## config.mk

```make
export PLATFORM = sky130hd
export DESIGN_NAME = controlador_atributos_n
export DESIGN_NICKNAME = d
export VERILOG_FILES = /design/src/rtl/controlador_atributos_n.sv
export SDC_FILE = /design/constraint.sdc
export NUM_CORES = 1
export LEC_CHECK = 0
export ABC_CLOCK_PERIOD_IN_PS = 5400
export CAP_MARGIN = 15
export CORE_MARGIN = 2
export CORE_UTILIZATION = 63
export DETAILED_ROUTE_END_ITERATION = 12
export PLACE_DENSITY = 0.86
export RECOVER_POWER = 50
export SYNTH_ARGS = -nofsm -noshare
export SYNTH_HDL_FRONTEND = slang
export SYNTH_SLANG_ARGS = --single-unit
```

## constraint.sdc

```tcl
create_clock -name clk -period 5.4 [get_ports clk]
set_input_delay 0.54 -clock clk [delete_from_list [all_inputs] [get_ports clk]]
set_output_delay 0.54 -clock clk [all_outputs]
set_load 0.03 [all_outputs]
```

## src/rtl/controlador_atributos_n.sv

```systemverilog
// controlador_atributos_n
// N saturating attribute counters updated once per prescaled tick, with
// per-channel low-level alarms (hysteresis) and a sticky death flag raised
// when any attribute has been held at zero for ZERO_TICKS applied updates.

module controlador_atributos_n #(
    parameter int                          N_ATTR       = 3,
    parameter int                          WIDTH        = 8,
    parameter int                          MAX_VAL      = 100,
    parameter logic [N_ATTR*WIDTH-1:0]     INICIAL      = {8'd50, 8'd70, 8'd80},
    parameter int                          TICK_DIV     = 2**26,
    parameter int                          VEL_DESCIDA  = 1,
    parameter int                          VEL_SUBIDA   = 7,
    parameter int                          LIMIAR_BAIXO = 20,
    parameter int                          LIMIAR_SAIDA = 30,
    parameter int                          ZERO_TICKS   = 3
) (
    input  logic                     clk,
    input  logic                     rst,
    input  logic [N_ATTR-1:0]        sobe,
    input  logic                     congela,
    output logic [N_ATTR*WIDTH-1:0]  atributos,
    output logic [N_ATTR-1:0]        alerta,
    output logic                     morte,
    output logic                     tick
);

    // Prescaler and zero-counter widths; arithmetic on attributes uses one
    // extra bit so that neither the rise nor the fall can wrap around.
    localparam int              CW      = (TICK_DIV > 1) ? $clog2(TICK_DIV) : 1;
    localparam int              ZW      = $clog2(ZERO_TICKS + 1);
    localparam logic [CW-1:0]   ULTIMO  = CW'(TICK_DIV - 1);
    localparam logic [ZW-1:0]   ZMAX    = ZW'(ZERO_TICKS);
    localparam logic [WIDTH:0]  MAXV    = (WIDTH+1)'(MAX_VAL);
    localparam logic [WIDTH:0]  SUBIDA  = (WIDTH+1)'(VEL_SUBIDA);
    localparam logic [WIDTH:0]  DESCIDA = (WIDTH+1)'(VEL_DESCIDA);
    localparam logic [WIDTH:0]  BAIXO   = (WIDTH+1)'(LIMIAR_BAIXO);
    localparam logic [WIDTH:0]  SAIDA   = (WIDTH+1)'(LIMIAR_SAIDA);

    logic [CW-1:0]              contador;
    logic [ZW-1:0]              zcnt      [N_ATTR];
    logic [ZW-1:0]              zcnt_prox [N_ATTR];
    logic [N_ATTR*WIDTH-1:0]    atrib_prox;
    logic [N_ATTR-1:0]          alerta_prox;
    logic                       morre;
    logic                       tick_evt;
    logic                       aplica;
    logic [WIDTH:0]             v;
    logic [WIDTH:0]             nv;

    // Tick edge and whether this tick actually changes the attributes.
    always_comb begin
        tick_evt = (contador == ULTIMO);
        aplica   = tick_evt && !congela && !morte;
    end

    // Next attribute, alarm and zero-counter values for an applied update;
    // everything holds when no update is applied.
    always_comb begin
        atrib_prox  = atributos;
        alerta_prox = alerta;
        morre       = 1'b0;
        v           = '0;
        nv          = '0;
        for (int i = 0; i < N_ATTR; i++) begin
            zcnt_prox[i] = zcnt[i];
        end
        if (aplica) begin
            for (int i = 0; i < N_ATTR; i++) begin
                v = {1'b0, atributos[i*WIDTH +: WIDTH]};
                if (sobe[i]) begin
                    nv = v + SUBIDA;
                    if (nv > MAXV) begin
                        nv = MAXV;
                    end
                end else if (v >= DESCIDA) begin
                    nv = v - DESCIDA;
                end else begin
                    nv = '0;
                end
                atrib_prox[i*WIDTH +: WIDTH] = nv[WIDTH-1:0];

                if (nv <= BAIXO) begin
                    alerta_prox[i] = 1'b1;
                end else if (nv >= SAIDA) begin
                    alerta_prox[i] = 1'b0;
                end

                if (nv == '0) begin
                    if (zcnt[i] != ZMAX) begin
                        zcnt_prox[i] = zcnt[i] + ZW'(1);
                    end
                end else begin
                    zcnt_prox[i] = '0;
                end

                if (zcnt_prox[i] == ZMAX) begin
                    morre = 1'b1;
                end
            end
        end
    end

    // State registers: the prescaler free-runs, attributes and alarms move
    // only on applied updates, and the death flag is sticky until reset.
    always_ff @(posedge clk) begin
        if (rst) begin
            contador  <= '0;
            tick      <= 1'b0;
            atributos <= INICIAL;
            alerta    <= '0;
            morte     <= 1'b0;
            for (int i = 0; i < N_ATTR; i++) begin
                zcnt[i] <= '0;
            end
        end else begin
            contador  <= tick_evt ? '0 : contador + CW'(1);
            tick      <= tick_evt;
            atributos <= atrib_prox;
            alerta    <= alerta_prox;
            morte     <= morte || morre;
            for (int i = 0; i < N_ATTR; i++) begin
                zcnt[i] <= zcnt_prox[i];
            end
        end
    end

endmodule

```

==> out/qor.txt, run 1 <==
final wirelength: 9670 um
Critical R2R Launch: atributos[0]$_SDFFE_PP0P_
Worst IR Drop VDD: 0.000200 V
Buf+Inv Stages, Crit Path: 1
IO Pins: 35
syn_nets: 557
DRC viols: 0
synth top area cells: dfxtp_1, nor2_1, a21oi_1
Tot Pwr: 0.000847 W
Peak Freq: 346 MHz
CP required: 5.63 ns
outcome: complete, no violations
number of global-route vias before repair: 3721
worst setup path category: flip-flop to flip-flop
Worst Clk Skew: 0.00956 ns
Total GRT Usage: 27.4%
worst slack, placed: 2.42 ns
first-pass GRT wire length: 16600 um
cts repair resizes: 0
n_diodes: 0
crit path from: atributos[0]$_SDFFE_PP0P_
initial core utilization: 65.4%
clock power share: 42.5%
Comb pwr share: 4.1%
top-area cell type share of the netlist area: 29.4%
internal power consumption: 0.000633 W
max cap viols: 0
Clock Path Buffers: 2
Placed Instances: 618
ratio of cells with drive above 1 in the final layout: 5.57%
number of hold violations in the final report: 0
synth-to-layout area growth: 11.1%
Via density: 6.41
placed wire-length estimate: 6750 um
final-stage net count: 567
Die ar.: 7260 um^2
Reg power frac: 53.5%
synth unique cells: 69
DR WL/cell: 15.3 um
# hold bufs at CTS: 0
initial antenna violation count: 0
minimum clock period: 2.89 ns
port bufs: 34
syn_area_per_cell: 7.66 um^2
Detail Route Antenna Nets: 0
Tcrit/Tclk final: 53.5%
cell area after synthesis: 4150 um^2
Hold Startpoint: contador[0]$_SDFF_PP0_
setup slack after layout: 2.51 ns
Mapped Cells: 542
sequential share of the synthesized area: 29.4%
ys async rst share: 0%
Yosys top cell by area: dfxtp_1
endpoints failing setup: 0
Non-Filler Instances: 634
Setup crit start kind: flip-flop
RSZ-0062 raised after global routing: false
largest net degree at the start of global routing: 42
Final Cell Area: 4610 um^2
crit path max-delay cell type: o32ai_1
CP Max Fanout: 9
detailed-route via count: 4066
CTS H-tree depth: 3
Root Buffer: clkbuf_8
pins over their slew limit: 0
data arrival time of the critical path: 3.12 ns
CTS sink cnt: 61
Max-Slew Margin vs Limit: 46.8%
Final TNS setup: 0 ns
PD cells: 184 nW/um^2
DRT iter0 DRCs: 288
post-CTS setup buffers: 0
Die X: 85.2 um
area of the core: 6350 um^2
CTS buffer count: 9
fillers: 493
pin slew with the least headroom to its limit: 0.796 ns
CP cell instances: inv_1, ha_1, nor2b_2, a211o_1, nand4_1, nor2b_1, o32ai_1, o2111ai_1, a2bb2oi_1, o31ai_1
YS warnings: 0
post-place instance area: 4440 um^2
Switching Fraction: 25.2%
crit-path max cell delay: 0.53 ns
CP Capture Type: flip-flop
leakage power: 1.60 nW
EDFF count, synth: 0
clock latency on the worst-skew pair: 0.34 ns
total gr overflow: 0
First-pass DRT Iterations: 5
Rows: 29
FF+latch count, synth: 61
chip height: 85.2 um
commonest register cell after synthesis: dfxtp_1
P_sw: 0.000214 W
CTS tree: yes
Crit path max-delay family: compound AO/OA/AOI/OAI gates
clock transition at the registers of the reported paths: 0.07 ns
Hold WC Path Type: flip-flop to flip-flop
Routability Congestion: 0.958
==> cell families (layout without fill, tap and decap cells) <==
family	count (synthesis)	in the layout	synth area share [%]
and+or+nand+nor	236	236	30.4
AOI/OAI and AO/OA	140	140	22.8
DFF	61	61	29.4
buffers and inverters	53	68	5.33
xor gates and xnor gates	37	37	7.80
adders and majority gates	9	9	2.71
muxes	6	6	1.48
==> synth_stat cells, types with 4 or more instances <==
cell	count
clkbuf_1	21
nor2_1	80
nand2_1	33
o21ai_0	18
nand3b_1	5
a31oi_1	9
nand2b_1	11
xnor2_1	15
and3_1	9
buf_2	11
xor2_1	22
nor2b_1	5
a211oi_1	9
or3_1	5
nor3b_1	5
a21oi_1	39
nand3_1	19
mux2i_1	5
nor4_1	5
and4_1	4
nor3_1	15
o21a_1	5
o31ai_1	5
nor3_2	4
a311oi_1	6
a32oi_1	4
o211ai_1	4
ha_1	9
nand4_1	12
inv_1	17
a211o_1	9
and2_1	8
dfxtp_1	61
==> cells in the final DEF (no fill, tap or decap), types with 10 or more instances in the layout <==
| master | instances |
|---|---|
| a21oi_1 | 39 |
| and3_1 | 10 |
| dfxtp_1 | 61 |
| dlygate4sd3_1 | 29 |
| inv_1 | 17 |
| nand2_1 | 33 |
| nand2b_1 | 11 |
| nand3_1 | 19 |
| nand4_1 | 12 |
| nor2_1 | 80 |
| nor3_1 | 15 |
| o21ai_0 | 18 |
| xnor2_1 | 15 |
| xor2_1 | 22 |
==> metrics by stage <==
step	hold WS, ns	utilization (%)
floorplan	0.418	-
global placement	0.430	69.9
detailed placement	0.444	69.9
CTS	0.455	72.7
global route	0.483	72.7
finish	0.451	72.7
==> power groups by stage <==
stage	registers, W	logic, W	clock network [W]
after floorplan	0.000463	0.0000239	0
after global placement	0.000463	0.0000330	0
after detailed placement	0.000463	0.0000339	0
after CTS	0.000453	0.0000340	0.000365
after global routing	0.000453	0.0000384	0.000390
final	0.000453	0.0000345	0.000360
==> layer usage <==
metal | global-route usage (%) | vias to the layer above | part of all wire, %
met1 | 36.2 | 1887 | 43
met4 | 8.80 | 0 | 1.4
met2 | 45.3 | 177 | 48
met5 | 0 | - | 0
met3 | 4.96 | 16 | 6.9
li1 | - | 1986 | -
==> worst paths after layout <==
| check | end | depth (start not counted) | slack, ns |
|---|---|---|---|
| worst min-delay path | contador[0]$_SDFF_PP0_ | 1 | 0.45 |
| worst max-delay path | morte$_SDFF_PP0_ | 10 | 2.51 |
| worst min register to register | contador[0]$_SDFF_PP0_ | 1 | 0.45 |
| worst max register to register | morte$_SDFF_PP0_ | 10 | 2.51 |
==> cell type report <==
type	count	area, um^2	area share [%]
Inverter	17	63.8	1.38
Clock inverter	6	48.8	1.06
Sequential cell	61	1220	26.5
Timing Repair Buffer	35	348	7.54
Multi-Input combinational cell	428	2710	58.7
Tap cell	77	96.3	2.09
Clock buffer	10	128	2.77
==> state kept, by name (all words and copies together), names as in the netlist <==
register,cells
alerta,3
morte,1
contador,26
atributos,24
zcnt,6
tick,1
Power figures use the tool's default switching activity.
==> run 2: changes to the inputs <==
ABC_CLOCK_PERIOD_IN_PS = 2900   (was 5400)
CORE_UTILIZATION = 59   (was 63)
PLACE_DENSITY = 0.81   (was 0.86)
clock period = 2.9 ns   (was 5.4 ns; I/O delays follow)
==> run 2 against run 1 <==
- die area rose by 6.5%
- combinational power rose by 100%
- clock skew barely moved
- global-route usage shrank 0.35 points
- critical path depth is the same
- cell area up 4.7%
- flip-flop and latch count stayed put
- via count grew 1.9%
- first-iteration DRC count is 16% lower
==> out/qor.txt, run 2 (synthesis results as in run 1) <==
outcome: complete, no violations
area of the core: 6790 um^2 (+7.0%)
largest net degree at the start of global routing: 24 (-43%)
worst slack, placed: 0.252 ns (-2.17 ns)
port bufs: 34 (unchanged)
CP Max Fanout: 9 (unchanged)
CP Capture Point: morte$_SDFF_PP0_
Max-Slew Margin vs Limit: 40.4% (-6.4 points)
clock transition at the registers of the reported paths: 0.07 ns (about the same)
Reg power frac: 50.7% (-2.8 points)
post-CTS setup buffers: 0 (unchanged)
crit path from: atributos[0]$_SDFFE_PP0P_
DRT iter0 DRCs: 243 (-16%)
Total GRT Usage: 27.0% (-0.35 points)
Hold WC Path Type: flip-flop to flip-flop
initial core utilization: 61.1% (-4.3 points)
Rows: 30 (+3.4%)
Placed Instances: 659 (+6.6%)
Worst IR Drop VDD: 0.000313 V (+57%)
Via density: 6.15 (-4.2%)
Top Registers: contador (26), atributos (24), zcnt (6)
commonest non-fill, non-tap cell in the layout: nor2_1
# hold bufs at CTS: 0 (unchanged)
synth-to-layout area growth: 16.4%
Tot Pwr: 0.00166 W (+97%)
Die X: 87.9 um (+3.2%)
pin slew with the least headroom to its limit: 0.894 ns (+0.0982 ns)
Die ar.: 7730 um^2 (+6.5%)
Detail Route Antenna Nets: 0 (unchanged)
reg2reg setup slack: 0.17 ns (-2.34 ns)
Hold Path Depth: 1 (unchanged)
n_diodes: 0 (unchanged)
final wirelength: 10000 um (+3.4%)
CP Capture Type: flip-flop
P_sw: 0.000380 W (+78%)
data arrival time of the critical path: 2.96 ns (-0.16 ns)
Reg-to-Reg End: morte$_SDFF_PP0_
endpoints failing setup: 0 (unchanged)
Comb pwr share: 4.2% (about the same)
Peak Freq: 367 MHz (+6.0%)
Critical R2R Launch: atributos[0]$_SDFFE_PP0P_
number of hold violations in the final report: 0 (unchanged)
First-pass DRT Iterations: 5 (unchanged)
pins over their slew limit: 0 (unchanged)
first-pass GRT wire length: 17100 um (+2.9%)
worst setup path category: flip-flop to flip-flop
cts repair resizes: 0 (unchanged)
CP required: 3.14 ns (-2.49 ns)
crit-path max cell delay: 0.51 ns (-0.02 ns)
IO Pins: 35 (unchanged)
Routability Congestion: 0.959 (+0.10%)
R2R cell count: 10 (unchanged)
fillers: 549 (+11%)
CP cell instances: inv_1, ha_1, nor2b_2, a211o_1, nand4_1, nor2b_1, o32ai_1, o2111ai_1, a2bb2oi_1, o31ai_1
CTS buffer count: 9 (unchanged)
leakage power: 1.72 nW (+7.5%)
clock power share: 45.1% (+2.6 points)
CTS sink cnt: 61 (unchanged)
CTS H-tree depth: 3 (unchanged)
DRC viols: 0 (unchanged)
most flop-heavy register: contador
internal power consumption: 0.00128 W (+100%)
Non-Filler Instances: 674 (+6.3%)
Root Buffer: clkbuf_8
Final TNS setup: 0 ns (unchanged)
setup slack after layout: 0.174 ns (-2.34 ns)
ratio of cells with drive above 1 in the final layout: 9.17% (+3.6 points)
Switching Fraction: 22.8% (-2.4 points)
detailed-route via count: 4142 (+1.9%)
Worst Clk Skew: 0.00946 ns (-0.000101 ns)
minimum clock period: 2.73 ns (-0.165 ns)
Tcrit/Tclk final: 94.0% (+40 points)
Final Cell Area: 4830 um^2 (+4.7%)
RSZ-0062 raised after global routing: false
number of global-route vias before repair: 3820 (+2.7%)
final-stage net count: 589 (+3.9%)
Register Area: 1220 um^2 (unchanged)
most frequent cells in the layout: nor2_1, dfxtp_1, a21oi_1, nand2_1, dlygate4sd3_1
placed wire-length estimate: 7240 um (+7.3%)
initial antenna violation count: 0 (unchanged)
area occupied by multi-input gates: 2720 um^2 (+0.46%)
chip height: 87.9 um (+3.2%)
Setup crit start kind: flip-flop
DR WL/cell: 14.8 um (-2.7%)
total gr overflow: 0 (unchanged)
crit path max-delay cell type: dfxtp_1
max reg flops: 26 (unchanged)
Clock Path Buffers: 2 (unchanged)
PD cells: 344 nW/um^2 (+88%)
max cap viols: 0 (unchanged)
CTS tree: yes
clock latency on the worst-skew pair: 0.34 ns (about the same)
post-place instance area: 4630 um^2 (+4.3%)
-- run 2: layout make-up --
type | instances | share of cell area (%)
Clock buffer | 10 | 2.85
Clock inverter | 5 | 1.27
Inverter | 17 | 1.32
Multi-Input combinational cell | 428 | 56.3
Sequential cell | 61 | 25.3
Tap cell | 96 | 2.49
Timing Repair Buffer | 57 | 10.5
-- run 2: how the worst min path moves through the flow --
stage / endpoint / from
after global routing: contador[0]$_SDFF_PP0_ / contador[0]$_SDFF_PP0_
after detailed placement: contador[0]$_SDFF_PP0_ / contador[0]$_SDFF_PP0_
after floorplan: contador[0]$_SDFF_PP0_ / contador[0]$_SDFF_PP0_
after global placement: contador[0]$_SDFF_PP0_ / contador[0]$_SDFF_PP0_
after CTS: contador[0]$_SDFF_PP0_ / contador[0]$_SDFF_PP0_
final: contador[0]$_SDFF_PP0_ / contador[0]$_SDFF_PP0_
-- run 2: power groups by stage --
stage / logic, W / clock network [W] / registers [W]
detailed placement: 0.0000685 / 0 / 0.000862
CTS: 0.0000694 / 0.000757 / 0.000843
global placement: 0.0000672 / 0 / 0.000862
finish: 0.0000705 / 0.000751 / 0.000843
floorplan: 0.0000446 / 0 / 0.000862
global route: 0.0000774 / 0.000794 / 0.000843
-- run 2: layer usage --
metal  GRT usage [%]  part of all wire [%]  up-vias  wire [um]
met2            45.6                    49      132       4890
met1            35.0                    44     1952       4410
met3            5.00                   5.4       20        544
met5               0                     0        -          0
li1                -                     -     2038          -
met4            8.67                   1.7        0        166
-- run 2: metrics by stage --
| stage | hold WS (ns) | utilization, % |
|---|---|---|
| 6_report | 0.461 | 71.1 |
| 3_5_place_dp | 0.453 | 68.1 |
| 2_1_floorplan | 0.418 | - |
| 5_1_grt | 0.497 | 71.1 |
| 3_3_place_gp | 0.436 | 68.1 |
| 4_1_cts | 0.469 | 71.0 |
-- run 2: worst max-delay path, delay by kind of cell, from the launching register on --
kind,cells,cell delay (ns)
buf+inv,1,0.08
fa+ha+maj,1,0.26
compound gates,5,1.39
simple gates,3,0.39
flops,1,0.51
